## config.mk

```make
export PLATFORM = sky130hd
export DESIGN_NAME = packet_output_scheduler
export DESIGN_NICKNAME = d
export VERILOG_FILES = /design/src/rtl/noc_pkg.sv /design/src/rtl/rr_pick5.sv /design/src/rtl/packet_output_scheduler.sv
export SDC_FILE = /design/constraint.sdc
export NUM_CORES = 1
export LEC_CHECK = 0
export ABC_AREA = 1
export CORE_MARGIN = 1.5
export CORE_UTILIZATION = 40
export CTS_BUF_LIST = sky130_fd_sc_hd__clkbuf_4 sky130_fd_sc_hd__clkbuf_8 sky130_fd_sc_hd__clkbuf_16
export DETAILED_ROUTE_END_ITERATION = 7
export PLACE_DENSITY = 0.68
export SLEW_MARGIN = 30
export SYNTH_ARGS = -nofsm -noshare
export SYNTH_HDL_FRONTEND = slang
export SYNTH_SLANG_ARGS = --single-unit
```

## constraint.sdc

```tcl
create_clock -name clk -period 9.7 [get_ports clk]
set_clock_uncertainty 0.2 [all_clocks]
set_input_delay 1.455 -clock clk [delete_from_list [all_inputs] [get_ports clk]]
set_output_delay 1.455 -clock clk [all_outputs]
set_load 0.01 [all_outputs]
```

## src/rtl/noc_pkg.sv

```systemverilog
// Shared router definitions: port indices, flit id bits,
// crossbar idle code and the output scheduler state type.
package noc_pkg;

   localparam int NPORTS = 5;

   localparam logic [2:0] PORT_L = 3'd0;
   localparam logic [2:0] PORT_N = 3'd1;
   localparam logic [2:0] PORT_E = 3'd2;
   localparam logic [2:0] PORT_W = 3'd3;
   localparam logic [2:0] PORT_S = 3'd4;

   localparam int FLIT_HDR_BIT  = 0;
   localparam int FLIT_BODY_BIT = 1;
   localparam int FLIT_TAIL_BIT = 2;

   localparam logic [2:0] XBAR_IDLE = 3'd7;

   typedef enum logic [1:0] {
      IDLE,
      ACTIVE,
      ABORT
   } sched_state_t;

   // Round-robin successor, wrapping S back to L.
   function automatic logic [2:0] next_port(input logic [2:0] p);
      return (p >= PORT_S) ? PORT_L : p + 3'd1;
   endfunction

endpackage

```

## src/rtl/rr_pick5.sv

```systemverilog
// Combinational round-robin picker: first eligible input
// at or after rr_ptr, wrapping S -> L.
module rr_pick5
   import noc_pkg::*;
(
   input  logic [NPORTS-1:0] eligible,
   input  logic [2:0]        rr_ptr,
   output logic [2:0]        pick,
   output logic              any
);

   logic [2:0]          base;
   logic [2*NPORTS-1:0] dbl;
   logic [NPORTS-1:0]   rot;
   logic [2:0]          off;
   logic [3:0]          sum;

   always_comb begin
      base = (rr_ptr > PORT_S) ? PORT_L : rr_ptr;
      dbl  = {eligible, eligible} >> base;
      rot  = dbl[NPORTS-1:0];
      off  = 3'd0;
      priority case (1'b1)
         rot[0]:  off = 3'd0;
         rot[1]:  off = 3'd1;
         rot[2]:  off = 3'd2;
         rot[3]:  off = 3'd3;
         rot[4]:  off = 3'd4;
         default: off = 3'd0;
      endcase
      sum = {1'b0, base} + {1'b0, off};
      any = |eligible;
      if (!any)
         pick = XBAR_IDLE;
      else if (sum >= 4'(NPORTS))
         pick = 3'(sum - 4'(NPORTS));
      else
         pick = sum[2:0];
   end

endmodule

```

## src/rtl/packet_output_scheduler.sv

```systemverilog
// Output-port scheduler: round-robin wormhole grant, credit
// metering toward the downstream buffer, stall watchdog.
module packet_output_scheduler
   import noc_pkg::*;
#(
   parameter  int CREDITS = 4,
   parameter  int TIMEOUT = 256,
   localparam int CW      = $clog2(CREDITS + 1),
   localparam int SW      = $clog2(TIMEOUT)
) (
   input  logic                  clk,
   input  logic                  rst,
   input  logic [NPORTS-1:0]     req,
   input  logic [NPORTS-1:0]     flit_valid,
   input  logic [3*NPORTS-1:0]   flit_id,
   input  logic                  credit_return,
   output logic [NPORTS-1:0]     grant,
   output logic [2:0]            xbar_sel,
   output logic                  out_valid,
   output logic [NPORTS-1:0]     pop,
   output logic [CW-1:0]         credit_count,
   output logic                  timeout_abort,
   output logic                  credit_err
);

   localparam logic [CW-1:0] CRED_MAX    = CW'(CREDITS);
   // Counter value whose increment would reach TIMEOUT-1.
   localparam logic [SW-1:0] STALL_LIMIT = SW'(TIMEOUT - 2);

   sched_state_t      state;
   logic [2:0]        rr_ptr;
   logic [SW-1:0]     stall_cnt;
   logic [NPORTS-1:0] eligible;
   logic [2:0]        pick;
   logic              any;
   logic [2:0]        own_id;
   logic              tail;

   always_comb begin
      eligible = '0;
      own_id   = '0;
      for (int i = 0; i < NPORTS; i++) begin
         eligible[i] = req[i] & flit_valid[i]
                     & flit_id[3*i + FLIT_HDR_BIT];
         if (grant[i])
            own_id = own_id | flit_id[3*i +: 3];
      end
      tail = own_id[FLIT_TAIL_BIT];
   end

   rr_pick5 u_pick (
      .eligible (eligible),
      .rr_ptr   (rr_ptr),
      .pick     (pick),
      .any      (any)
   );

   assign out_valid = (state == ACTIVE)
                    && |(grant & flit_valid)
                    && (credit_count != '0);
   assign pop           = grant & {NPORTS{out_valid}};
   assign timeout_abort = (state == ABORT);

   always_ff @(posedge clk) begin
      if (rst) begin
         credit_count <= CRED_MAX;
         credit_err   <= 1'b0;
      end else begin
         if (credit_return && credit_count == CRED_MAX)
            credit_err <= 1'b1;
         if (out_valid && !credit_return)
            credit_count <= credit_count - 1'b1;
         else if (!out_valid && credit_return
                  && credit_count != CRED_MAX)
            credit_count <= credit_count + 1'b1;
      end
   end

   always_ff @(posedge clk) begin
      if (rst) begin
         state     <= IDLE;
         grant     <= '0;
         xbar_sel  <= XBAR_IDLE;
         rr_ptr    <= PORT_L;
         stall_cnt <= '0;
      end else begin
         case (state)
            ACTIVE: begin
               if (out_valid) begin
                  stall_cnt <= '0;
                  if (tail) begin
                     state    <= IDLE;
                     grant    <= '0;
                     xbar_sel <= XBAR_IDLE;
                     rr_ptr   <= next_port(xbar_sel);
                  end
               end else if (stall_cnt == STALL_LIMIT) begin
                  state     <= ABORT;
                  grant     <= '0;
                  xbar_sel  <= XBAR_IDLE;
                  rr_ptr    <= next_port(xbar_sel);
                  stall_cnt <= '0;
               end else begin
                  stall_cnt <= stall_cnt + 1'b1;
               end
            end
            ABORT: begin
               state <= IDLE;
            end
            default: begin
               // Illegal encodings recover through the idle path.
               state <= any ? ACTIVE : IDLE;
               if (any) begin
                  grant     <= NPORTS'(1) << pick;
                  xbar_sel  <= pick;
                  stall_cnt <= '0;
               end
            end
         endcase
      end
   end

endmodule

```

==> metrics.md <==
| Metric | Value |
|---|---|
| Initial antenna violation count | `0` |
| Die Ht | `roughly 70 um` |
| Share of layout cells above drive strength 1 | `7.86%` |
| Vias | `about 1,800` |
| Hold path cells | `2` |
| Number of hold buffers added after cts | `0` |
| Die area | `a little under 0.005 mm^2` |
| RSZ-0062 raised after global routing | `no` |
| Top-count cell post-synth | `nand2_1` |
| Synthesized net count | `315` |
| Placement Rows | `24` |
| Syn_area_per_cell | `6.60 um^2` |
| GRT Overall Usage | `18.0%` |
| Final Hold Vio Count | `0` |
| Most frequent cell on the critical path | `nand2_1` |
| Layout area overhead | `27.4%` |
| Wire length per cell | `11.3 um` |
| Synth top area cells | `dfxtp_1, nand2_1, inv_1` |
| Core area | `0.00435 mm^2` |
| Final slew viol count | `0` |
| First-pass DRT Iterations | `4` |
| Yosys top cell area share | `27.6%` |
| Largest net degree at the start of global routing | `15` |
| Worst min-delay path startpoint | `credit_err` |
| Pwr Density | `~120 mW/mm^2` |
| FFs w/ async S/R, synth | `0%` |
| Total power | `0.268 mW` |
| Hold Crit Class | `reg -> reg` |
| Final nets | `359` |
| Total wire length | `4200 um` |
| Outcome | `complete, no violations` |
| Initial DRC Count | `73` |
| Seq/Total Area, Yosys | `27.6%` |
| Max frequency | `0.206 GHz` |
| Die X | `70.4 um` |
| Worst r2r src | `rr_ptr[0]` |
| First-pass GRT wire length | `7310 um` |
| Type of origin of the critical path | `input pin` |
| CTS clk-pin slew, worst paths | `0.08 ns` |
| Ports | `47` |
| Synth cell types | `33` |
| Cells after synthesis | `275` |
| Sum Neg Setup Slack | `0 ns` |
| Synth area leader | `dfxtp_1` |
| IO buf count | `41` |
| CP Data Required Time | `~8 ns` |
| LEAKAGE | `1.00 nW` |
| Register Area | `500 um^2` |
| R2r setup slk | `6.23 ns` |
| Crit path capture type | `output port` |
| Dpl cell area | `between 0.002 and 0.0025 mm^2` |
| CP max stage cell | `clkdlybuf4s50_1` |
| Max FO, Critical Path | `10` |
| CTS tree | `done` |
| CTS-repair resized insts | `0` |
| Mapped cell area | `0.00182 mm^2` |
| Critical Path AT | `3.20 ns` |
| Final ANT Viol Nets | `0` |
| Reg2reg end | `grant[0]` |
| Skew-Pair Late Insertion Delay | `about 0.26 ns` |
| Hpwl dp | `3450 um` |
| Number of setup buffers added after CTS | `0` |
| Cells on worst reg2reg path | `21` |
| Clk buf depth | `2` |
| Top FF cell, synth | `dfxtp_1` |
| Most frequent cells after synthesis | `nand2_1, inv_1, dfxtp_1` |
| Slew @ Worst Pin | `0.538 ns` |
| H-tree depth | `1` |
| Final period util | `50.1%` |
| Critical path type | `in -> out` |
| Fin crit period | `4.86 ns` |
| Cells along the critical path | `clkdlybuf4s50_1, nand2_1, nand2_1, a221oi_1, nand2_1, nand3_2, inv_1, clkdlybuf4s50_1` |
| Worst hold endpoint | `credit_err` |
| CP peak stage delay | `0.56 ns` |
| Final Setup Violations | `0` |
| Max-slew headroom | `roughly 64%` |
| Initial Util | `41.7%` |
| Clk sinks | `25` |
| Vias in the first global route | `around 1,600` |
| Fin util | `53.1%` |
| Pre-CTS WS | `between 4 and 5 ns` |
| # fillers | `419` |
| Synthesis Warnings | `0` |
| # DRC | `0` |
| Area of the multi-input gates | `0.00113 mm^2` |
| EDFF count, synth | `0` |
| Post-DR vias/cell | `4.91` |
| Num CTS Buffers | `3` |
| Final WS setup | `around 4.8 ns` |
| Diodes inserted | `0` |
| Clock root cell | `clkbuf_8` |
| Post-synthesis register bit count | `25` |
| Routability Congestion | `0.798` |
| Maximum VDD drop | `100 uV` |
| GR Overflow Total | `0` |
| Post-route cell area | `0.00231 mm^2` |
| Max_cap viols | `0` |
-- worst max-delay path by stage --
stage	start	endpoint	slack, ns	cells after the start
2_1_floorplan	flit_id[12]	grant[2]	5.67	25
3_3_place_gp	flit_valid[0]	out_valid	4.85	8
3_5_place_dp	flit_valid[0]	out_valid	4.84	8
4_1_cts	flit_valid[0]	out_valid	4.84	8
5_1_grt	flit_valid[0]	out_valid	4.73	8
6_report	flit_valid[0]	out_valid	4.84	8
-- metrics by stage --
step	hold WS [ns]	std cells
after floorplan	0.253	275
after global placement	0.244	366
after detailed placement	0.243	366
final	0.255	370
after global routing	0.305	370
after CTS	0.259	370
-- cell usage in the layout (no fill, tap or decap), drive strengths merged --
cell / count
a211oi: 4
clkdlybuf4s50: 41
o21ai: 12
a221oi: 2
nor2: 25
xnor2: 1
fa: 2
nand3b: 1
or2: 3
dfxtp: 25
nand4: 3
o2111ai: 2
xor2: 1
nand2: 83
inv: 41
nor3: 4
nor3b: 2
nand3: 27
a22o: 1
o211ai: 1
and2: 1
clkbuf: 4
ha: 10
a21oi: 22
-- report_power, final --
part	internal, mW	switching, mW
Sequential	0.110	0.00729
Clock	0.0321	0.0316
Combinational	0.0384	0.0478
-- worst max-delay path: cells and delay by family --
| kind | cells | cell delay, ns |
|---|---|---|
| buf+inv | 3 | 1.24 |
| compound gates | 1 | 0.05 |
| simple gates | 4 | 0.46 |
-- cell families after synthesis --
logic type	synth area share, %
AND/OR/NAND/NOR	38.3
flip-flops	27.6
buffers and inverters	9.99
AO/OA/AOI/OAI	14.1
adder cells (fa/ha/maj)	9.10
XOR/XNOR	0.965
-- cell type report --
cell class / instances / area share, %
flip-flops and latches: 25 / 21.6
multi-input cells: 207 / 49.0
inverters: 41 / 6.66
repair buffers: 41 / 17.7
well taps: 52 / 2.81
clock buffers: 4 / 2.11
-- registers in the layout (all words and copies together) (netlist names) --
register,count
credit_count,3
credit_err,1
grant,5
rr_ptr,3
stall_cnt,8
state,2
xbar_sel,3
-- layer usage --
layer	vias to the layer above	track usage, %	share of wire, %
met4	0	1.92	0
li1	984	-	-
met2	28	27.4	43
met5	-	0	0
met3	0	3.90	3.8
met1	806	27.0	53
Power figures use the tool's default switching activity.
